==> src/rtl/dcim_pkg.sv <==
// Shared types and defaults for the bit-serial DCIM accumulator.
// Holds the FSM state encoding and the accumulator width derivation.
package dcim_pkg;

  localparam int DEF_MAC_W   = 15;
  localparam int DEF_IN_BITS = 8;

  typedef enum logic [1:0] {
    ST_IDLE  = 2'd0,
    ST_ACCUM = 2'd1,
    ST_DONE  = 2'd2
  } state_e;

  // One extra bit per shift is enough to hold any sum of IN_BITS weighted planes.
  function automatic int acc_width(input int mac_w, input int in_bits);
    return mac_w + in_bits;
  endfunction

endpackage

==> src/rtl/dcim_bitserial_acc.sv <==
// Shift-and-add combiner of MSB-first bit-plane partial sums into one dot-product result,
// with negative MSB weighting in signed mode and a valid/ready result handshake.
module dcim_bitserial_acc
  import dcim_pkg::*;
#(
  parameter int MAC_W   = DEF_MAC_W,
  parameter int IN_BITS = DEF_IN_BITS,
  parameter int ACC_W   = acc_width(MAC_W, IN_BITS),
  parameter int CNT_W   = $clog2(IN_BITS)
) (
  input  logic             clk,
  input  logic             rst_n,
  input  logic             start,
  input  logic             sus,
  input  logic             clear,
  input  logic             mac_valid,
  input  logic [MAC_W-1:0] mac_in,
  output logic             busy,
  output logic [CNT_W-1:0] bit_idx,
  output logic             out_valid,
  input  logic             out_ready,
  output logic [ACC_W-1:0] acc_out
);

  localparam logic [CNT_W-1:0] LAST_CNT = CNT_W'(IN_BITS - 1);

  state_e           state_q;
  logic [ACC_W-1:0] acc_q, acc_d, acc_out_q;
  logic [CNT_W-1:0] cnt_q;
  logic             sus_q, out_valid_q;
  logic [ACC_W-1:0] ext;

  assign ext = sus_q ? {{(ACC_W-MAC_W){mac_in[MAC_W-1]}}, mac_in}
                     : {{(ACC_W-MAC_W){1'b0}}, mac_in};

  // The first (MSB) plane of a signed activation carries weight -2^(IN_BITS-1).
  always_comb begin
    acc_d = (acc_q << 1) + ext;
    if (cnt_q == '0 && sus_q) begin
      acc_d = '0 - ext;
    end
  end

  always_ff @(posedge clk or negedge rst_n) begin
    if (!rst_n) begin
      state_q     <= ST_IDLE;
      acc_q       <= '0;
      cnt_q       <= '0;
      sus_q       <= 1'b0;
      out_valid_q <= 1'b0;
      acc_out_q   <= '0;
    end else if (clear) begin
      state_q     <= ST_IDLE;
      acc_q       <= '0;
      cnt_q       <= '0;
      out_valid_q <= 1'b0;
    end else begin
      unique case (state_q)
        ST_IDLE: begin
          if (start) begin
            sus_q   <= sus;
            acc_q   <= '0;
            cnt_q   <= '0;
            state_q <= ST_ACCUM;
          end
        end
        ST_ACCUM: begin
          if (mac_valid) begin
            acc_q <= acc_d;
            if (cnt_q == LAST_CNT) begin
              cnt_q       <= '0;
              acc_out_q   <= acc_d;
              out_valid_q <= 1'b1;
              state_q     <= ST_DONE;
            end else begin
              cnt_q <= cnt_q + CNT_W'(1);
            end
          end
        end
        ST_DONE: begin
          if (out_ready) begin
            out_valid_q <= 1'b0;
            state_q     <= ST_IDLE;
          end
        end
        default: state_q <= ST_IDLE;
      endcase
    end
  end

  assign busy      = (state_q == ST_ACCUM) || (state_q == ST_DONE);
  assign bit_idx   = LAST_CNT - cnt_q;
  assign out_valid = out_valid_q;
  assign acc_out   = acc_out_q;

endmodule

==> config.mk <==
export PLATFORM = sky130hd
export DESIGN_NAME = dcim_bitserial_acc
export DESIGN_NICKNAME = d
export VERILOG_FILES = /design/src/rtl/dcim_pkg.sv /design/src/rtl/dcim_bitserial_acc.sv
export SDC_FILE = /design/constraint.sdc
export NUM_CORES = 1
export LEC_CHECK = 0
export ABC_AREA = 1
export CORE_MARGIN = 2
export CORE_UTILIZATION = 25
export CTS_BUF_LIST = sky130_fd_sc_hd__clkbuf_8 sky130_fd_sc_hd__clkbuf_16
export DETAILED_ROUTE_END_ITERATION = 8
export PLACE_DENSITY = 0.48
export SYNTH_ARGS = -nofsm -noshare
export SYNTH_HDL_FRONTEND = slang
export SYNTH_SLANG_ARGS = --single-unit
==> constraint.sdc <==
create_clock -name clk -period 3.7 [get_ports clk]
set_input_delay 0.925 -clock clk [delete_from_list [all_inputs] [get_ports clk]]
set_output_delay 0.925 -clock clk [all_outputs]
set_load 0.1 [all_outputs]
# Word-level counts from Yosys, hierarchy flattened
# Index checks and enable logic that the tools add are counted.
[word_totals]
register_bits = 52
[classes]
mux = 22
n_addsub = 4
bitwise = 1
reduce_logical = 11
eq_ne = 7
[op_table]
columns = ["cell", "n"]
rows = [
  ["22-bit two-way mux", 3],
  ["23-bit two-way mux", 2],
  ["22-bit one-hot mux with 2 select lines", 1],
  ["23-bit adder", 1],
  ["1-bit by 23-bit subtractor with 23-bit output (first input constant)", 1],
  ["3-bit two-way mux", 4],
  ["3-bit inequality test (second input constant)", 4],
  ["4-bit AND reduction", 3],
  ["2-bit two-way mux", 5],
  ["2-bit one-hot mux with 3 select lines", 1],
  ["3-bit one-hot mux with 2 select lines", 1],
  ["3-bit AND reduction", 2],
  ["3-bit nonzero test", 2],
  ["1-bit two-way mux", 4],
  ["3-bit by 1-bit adder with 3-bit output (second input constant)", 1],
  ["3-bit == test (second input constant)", 1],
  ["3-bit zero test", 1],
  ["3-bit subtractor (first input constant)", 1],
  ["2-bit by 1-bit == test with 1-bit output (second input constant)", 1],
  ["2-bit == test (second input constant)", 1],
  ["2-bit zero test", 1],
  ["1-bit one-hot mux with 2 select lines", 1],
  ["1-bit logical AND", 1],
  ["1-bit logical OR", 1],
  ["1-bit NOT", 1],
]

# Longest topological paths before layout
# Gate-level depths: netlist of the first run.
[logic_depth]
word_depth = 6
depth_mapped = 15
depth_no_buf = 15

# Worst setup path after synthesis of the first run
# No wires, ideal clock.
[synth_timing]
path_type = "input-to-reg"
startpoint = "input mac_in[1]"
endpoint = "register acc_out_q[21] (netlist: acc_out[21])"
path_stages = 15
setup_ns = 0.120
arrival_ns = 2.329
setup_slack_ns = 1.251
path_cell_list = "ha_1 > inv_1 > fa_1 > inv_1 > nand3_1 > nand2_1 > nand2_1 > nand3_1 > nand3_1 > nand2_1 > nand2_1 > nand3_1 > nand2_1 > nand2_1 > nand2_1"
[synth_via]
elab_chain_cells = 3
word_cells_on_any_way = 4
classes_between = "add/sub (2); mux (2)"
[synth_lines]
columns = ["element", "line", "rtl"]
rows = [
  ["start: declaration", "dcim_bitserial_acc.sv:17", "input logic [MAC_W-1:0] mac_in,"],
  ["23-bit two-way mux *", "dcim_bitserial_acc.sv:33", "assign ext = sus_q ? {{(ACC_W-MAC_W){mac_in[MAC_W-1]}}, mac_in}"],
  ["23-bit adder or 1-bit by 23-bit subtractor with 23-bit output (tied branches)", "dcim_bitserial_acc.sv:38, dcim_bitserial_acc.sv:40", ""],
  ["23-bit two-way mux *", "dcim_bitserial_acc.sv:39", "if (cnt_q == '0 && sus_q) begin"],
  ["end signal: assignment", "dcim_bitserial_acc.sv:51", "acc_out_q <= '0;"],
  ["end signal: assignment", "dcim_bitserial_acc.sv:72", "acc_out_q <= acc_d;"],
  ["end: declaration", "dcim_bitserial_acc.sv:28", "logic [ACC_W-1:0] acc_q, acc_d, acc_out_q;"],
]
# Every way passes the cells marked *; elsewhere a longest branch is shown, timed or not.
# A chain may end at the register's enable or synchronous reset.

# Worst setup path in the final report of the first run
[layout_timing]
startpoint = "input mac_in[1]"
endpoint = "register acc_out_q[15] (netlist: acc_out[15])"
# The elaborated chain is that of the path after synthesis.

==> results of run 1 <==
sequential cells by signal, summed over array words and instances (netlist names):
signal and cells:
state_q 2, cnt_q 3, sus_q 1, acc_q 22
acc_out 23, out_valid 1
worst max-delay path by stage:
stage	startpoint	slack, ns	to	cells past startpoint
final	mac_in[1]	0.74	acc_out[15]	15
after global routing	mac_in[1]	0.52	acc_out[15]	15
after CTS	mac_in[1]	0.74	acc_out[15]	15
after detailed placement	mac_in[1]	0.42	acc_out[15]	15
after global placement	mac_in[1]	0.45	acc_out[15]	15
after floorplan	mac_in[1]	1.25	acc_out[21]	15
synth_stat cells (2+ instances only):
master,count,share of area (%)
clkinv_1,2,0.19
clkbuf_1,2,0.19
nor2_4,2,0.56
o21ai_1,3,0.37
inv_2,7,0.65
buf_6,3,0.83
nand3_1,62,7.7
or2_2,5,0.77
nand2_2,12,1.9
nor3_1,8,0.99
xor2_1,8,1.7
nand2_1,202,19
nand3_2,4,0.99
inv_1,77,7.1
o21bai_1,2,0.37
nor2_1,39,3.6
a21oi_2,3,0.65
xnor2_1,2,0.43
dfrtp_1,52,32
a31oi_1,3,0.46
buf_2,7,0.86
nand4_1,2,0.31
o21ai_0,34,4.2
nand2_4,2,0.56
ha_1,22,6.8
a21oi_1,18,2.2
nor2_2,7,1.1
cell usage in the layout, fill, tap and decap left out, drive strengths merged:
cell type / count
o32ai: 1
nor3: 8
xnor2: 2
a21o: 1
clkinv: 4
a32oi: 1
or2: 6
clkdlybuf4s50: 42
nor3b: 1
and2: 1
nor2: 48
a41oi: 1
nor4: 1
fa: 1
a31oi: 3
inv: 84
nand2: 216
nand4: 2
o21ai: 38
clkbuf: 6
dfrtp: 52
o22ai: 1
o2111ai: 1
mux2: 1
nand3: 66
ha: 22
nand3b: 1
a21oi: 21
buf: 16
a31o: 1
o21bai: 2
xor2: 8
kinds of logic after synthesis:
logic type | synth area share, %
AOI/OAI and AO/OA | 9.90
xor gates and xnor gates | 2.16
adders and majority gates | 7.28
buffers and inverters | 10.0
DFF | 32.1
muxes | 0.278
and+or+nand+nor | 38.3
stage by stage:
stage	total power [mW]	hold WS [ns]	utilization, %	area (sq um)
6_report	2.90	0.489	31.0	4930
5_1_grt	3.16	0.522	31.0	4930
4_1_cts	2.92	0.493	31.0	4930
3_5_place_dp	2.43	0.475	30.1	4780
3_3_place_gp	2.43	0.471	30.1	4780
2_1_floorplan	1.98	0.453	-	4060
critical path, cell delays in order:
cell and delay (ns):
clkdlybuf4s50_1 0.48, ha_1 0.17, inv_1 0.05, fa_1 0.40, inv_1 0.10, nand3_1 0.07, nand2_1 0.16, a21oi_1 0.13
nand3b_1 0.21, nand2_1 0.09, nand2_1 0.05, nand3_1 0.06, nand2_1 0.10, nand2_1 0.07, nand2_1 0.07
routing by layer:
layer,share of wire (%),vias to the layer above,track usage (%)
met5,0,-,0
met1,51,1860,19.9
met4,1.8,0,4.59
met3,3.2,11,1.31
li1,-,2039,-
met2,44,63,22.8
power groups by stage:
stage	combinational, mW	clock, mW	sequential, mW
2_1_floorplan	1.19	0	0.793
3_3_place_gp	1.65	0	0.784
3_5_place_dp	1.64	0	0.783
4_1_cts	1.65	0.500	0.773
5_1_grt	1.85	0.524	0.789
6_report	1.65	0.481	0.775
layout make-up:
cell class                 instances  area (sq um)
multi-input combinational        455          2350
clock buffer                       6           139
sequential                        52          1300
fill                            1775         11000
clock inverter                     2          10.0
inverter                          86           323
tap                              216           270
timing repair buffer              58           538
==> reports/qor.yml, run 1 <==
timing:
  fin_crit_sh_pct: 79.9
  skew_ns: 0.0157
  hold_viol: 0
  fin_crit_ns: 2.96
  setup_slack_ns: 0.745
  fin_tns_setup_ns: 0
  worstMarginPinSlew_ns: 0.984
  slew_headroom_pct: 34.2
  finalSetupViolCount: 0
  report.final.slew_viol_count: 0
  timing.fmax_ghz: 0.338
  rsz0062_at_grt: "false"
synthesis:
  synth_flop_cell: "dfrtp_1"
  synth_area_per_cell_sq_um: 6.69
  syn_nets: 651
  synth_cell_types: 43
  ys_seq_area_share_pct: 32.1
  synthCells: 606
  synthArstFlopShare_pct: 100
  syn_area_sq_um: 4060
  synth_seq_cells: 52
  ys_warn_count: 0
  synth-edff-count: 0
clock_tree:
  insertion_delay_ns: 0.30
  postCtsHoldBufs: 0
  ctsResizeCount: 0
  clk_pin_slew_worst_paths_ns: 0.07
  cts_setup_buffers: 0
  htreeDepth: 2
  cts-root-buf: "clkbuf_16"
  cts_max_path_buffers: 2
  clock_sinks: 52
  cts_inserted_buffers: 5
  cts_tree: "done"
routing:
  final_antenna_net_count: 0
  wl_per_cell_microns: 13.6
  avgViaCountPerCell: 4.54
  drt_wl_total_microns: 11900
  drc: 0
  first_pass_iters: 4
  dr.first_iter.drc_count: 183
  vias: 3973
pwr:
  pwr-share-clk_pct: 16.6
  internal-power_mw: 1.43
  combPwrFrac_pct: 56.7
  p_sw_share_pct: 50.8
  cellLeakagePower_nw: 2.52
  powerDensity_nw_per_um2: 589
  vdd_drop_max_uv: 543
  seq_power_share_pct: 26.7
  p_switching_mw: 1.48
grt:
  grtUsageTotal_pct: 14.1
  antenna_found_initial: 0
  grt_pass1_vias: 3887
  grt_start_max_net_pins: 37
  gr-total-overflow: 0
  grt_pass1_wl_microns: 19900
run_status:
  status: "complete, no violations"
flow_run:
  drv_cap: 0
layout:
  drive_above_1_share_pct: 10.6
  syn2layout_area_growth_pct: 21.5
  final_nets: 703
  antenna_cells: 0
  final_cells: 875
worst_setup_path:
  endpoint_kind: "flip-flop"
  r2r_start: "sus_q"
  r2r_cells: 13
  required_ns: 3.88
  worstReg2RegEnd: "acc_q[16]"
  cp.arrival_ns: 3.14
  reg2reg_slack_ns: 1.33
  critPathLaunchType: "primary input"
  worstPathMaxFanout: 5
  critical_path_class: "primary input to flip-flop"
die:
  ioPinCount: 50
  core_area_sq_um: 15900
  rows: 46
  dieArea_sq_um: 17300
  start_util_pct: 25.5
  die_w_microns: 131
  die_y_microns: 131
worst_hold_path:
  hold_path.class: "flip-flop to flip-flop"
  hold_depth: 2
  worstHoldStart: "acc_out[2]"
  min_to: "acc_out[2]"
placed_design:
  hpwlAfterDp_microns: 9770
  gp_congestion: 0.921
  portBuffers: 49
  dp_slack_ns: 0.423
  place.detailed.instances: 867
(Power assumes the default switching activity.)
==> run 2, diff against run 1 <==
--- a/config.mk
+++ b/config.mk
@@ -10,7 +10,7 @@
 export CORE_UTILIZATION = 25
 export CTS_BUF_LIST = sky130_fd_sc_hd__clkbuf_8 sky130_fd_sc_hd__clkbuf_16
 export DETAILED_ROUTE_END_ITERATION = 8
-export PLACE_DENSITY = 0.48
+export PLACE_DENSITY = 0.5
 export SYNTH_ARGS = -nofsm -noshare
 export SYNTH_HDL_FRONTEND = slang
 export SYNTH_SLANG_ARGS = --single-unit
==> constraint.sdc (replaced) <==
create_clock -name clk -period 2.4 [get_ports clk]
set_input_delay 0.6 -clock clk [delete_from_list [all_inputs] [get_ports clk]]
set_output_delay 0.6 -clock clk [all_outputs]
set_load 0.1 [all_outputs]
==> run 2 against run 1 <==
Net effect:
- combinational power rose by 100%
- die area did not move
- clock skew fell by 0.0067 ns
- critical path depth fell by 5
- clock-buffer cell count fell by 1
- via count rose by 6.7%
- sequential share of layout area fell by 3.6 points
- utilization rose by 4.9 points
- register-to-register slack got worse by 0.89 ns
- wire length rose by 6.3%
==> reports/qor.yml, run 2 (synthesis results as in run 1) <==
worst_setup_path:
  max_stage_delay_ns: 0.57
  required_ns: 2.57
  crit_top_cell: "nand2_1"
  crit_path_cell_trace: "clkdlybuf4s50_1 > ha_4 > nand2_1 > nand2_1 > inv_1 > nand2_2 > buf_4 > or2_2 > a32oi_1 > o21ai_0"
  worstPathMaxFanout: 5
  critPathLaunchType: "primary input"
  critPathTopFamily: "buffers and inverters"
  crit_path_top_delay_cell: "clkdlybuf4s50_1"
  endpoint_kind: "flip-flop"
  critical_path_class: "primary input to flip-flop"
  cp.arrival_ns: 2.45
  cp_num_buf_inv: 3
timing:
  worstMarginPinSlew_ns: 0.681
  setup_slack_ns: 0.113
  report.final.slew_viol_count: 0
  slew_headroom_pct: 54.6
  timing.fmax_ghz: 0.437
  whs_ns: 0.418
  hold_viol: 0
  skew_ns: 0.00899
  fin_crit_ns: 2.29
  finalSetupViolCount: 0
  fin_crit_sh_pct: 95.3
clock_tree:
  htreeDepth: 2
  cts_tree: "done"
  cts_inserted_buffers: 5
  cts-root-buf: "clkbuf_16"
  insertion_delay_ns: 0.30
  cts_max_path_buffers: 2
  clk_pin_slew_worst_paths_ns: 0.07
  cts_setup_buffers: 0
  postCtsHoldBufs: 0
  clock_sinks: 52
worst_hold_path:
  hold_path.class: "primary input to asynchronous set/reset pin"
layout:
  antenna_cells: 0
  fin_area_sq_um: 5710
  final_nets: 782
  fill_cells: 1726
  drive_above_1_share_pct: 26.7
  syn2layout_area_growth_pct: 40.8
  largest_reg_flops: 23
  seqCellArea_sq_um: 1300
  multi_input_area_sq_um: 2540
  fin_util_pct: 35.9
  final_cell_mix: "nand2_1, buf_4, inv_1"
  final_common_cell: "nand2_1"
routing:
  drc: 0
  drt_wl_total_microns: 12600
  final_antenna_net_count: 0
  first_pass_iters: 5
  wl_per_cell_microns: 13.2
  vias: 4240
  avgViaCountPerCell: 4.44
  dr.first_iter.drc_count: 232
grt:
  grtUsageTotal_pct: 15.0
  grt_pass1_wl_microns: 21000
  gr-total-overflow: 0
  grt_start_max_net_pins: 53
  busiest_layer: "met2"
  global_route.usage.met3_pct: 1.47
  antenna_found_initial: 0
  grt_pass1_vias: 4238
  met1_usage_pct: 21.6
  use_met2_pct: 23.9
pwr:
  vdd_drop_max_uv: 828
  powerDensity_nw_per_um2: 914
  cellLeakagePower_nw: 3.07
  power.total_mw: 5.22
die:
  rows: 46
  dieArea_sq_um: 17300
  die_w_microns: 131
  die_y_microns: 131
  ioPinCount: 50
  core_area_sq_um: 15900
  start_util_pct: 25.5
placed_design:
  placed_area_sq_um: 5330
  dp_slack_ns: -0.399
  gp_congestion: 0.945
  hpwlAfterDp_microns: 10200
  portBuffers: 49
run_status:
  status: "complete, no violations"
flow_run:
  drv_cap: 0
-- run 2: area by class of cell --
class / count / area share (%)
tap: 216 / 4.73
clock inverter: 3 / 0.416
sequential: 52 / 22.8
timing repair buffer: 137 / 19.6
inverter: 86 / 5.66
clock buffer: 5 / 2.19
multi-input combinational: 455 / 44.6
-- run 2: worst reg2reg max path, delay by kind of cell (launching register included) --
family                     cells  cell delay, ns
buffers and inverters          2            0.13
AOI/OAI and AO/OA              2            0.24
and+or+nand+nor                5            0.62
DFF                            1            0.37
adders and majority gates      2            0.52
-- run 2: routing by layer --
layer,wire length (microns),part of all wire (%)
met1,6400,51
met2,5610,44
met3,454,3.6
met4,160,1.3
met5,0,0
-- run 2: power breakdown --
part | switching [mW] | internal [mW]
registers | 0.169 | 1.03
clock network | 0.335 | 0.388
logic | 1.97 | 1.32
total | 2.48 | 2.74
-- run 2: metrics by stage --
step           cells    TNS, ns
2_1_floorplan    606          0
3_3_place_gp     946      -9.73
3_5_place_dp     946     -10.49
4_1_cts          954          0
5_1_grt          954  -0.000235
6_report         954          0
-- run 2: path summary, 6_finish.rpt --
check,from,to,slack [ns],cells after the start
worst max-delay path,mac_in[4],acc_out[5],0.11,10
min in group clk,acc_out[14],acc_out[14],0.49,2
worst min register to register,acc_out[14],acc_out[14],0.49,2
worst max register to register,acc_q[0],acc_q[7],0.44,11
max in group asynchronous,rst_n,acc_out[22],1.53,2
worst min-delay path,rst_n,acc_out[0],0.42,2
-- run 2: timing repair --
action | in CTS | in global routing
pin swaps | 1 | 2
endpoints found under the setup margin | 20 | 32
resized for setup | 12 | 29
endpoints found under the hold margin | 0 | 0
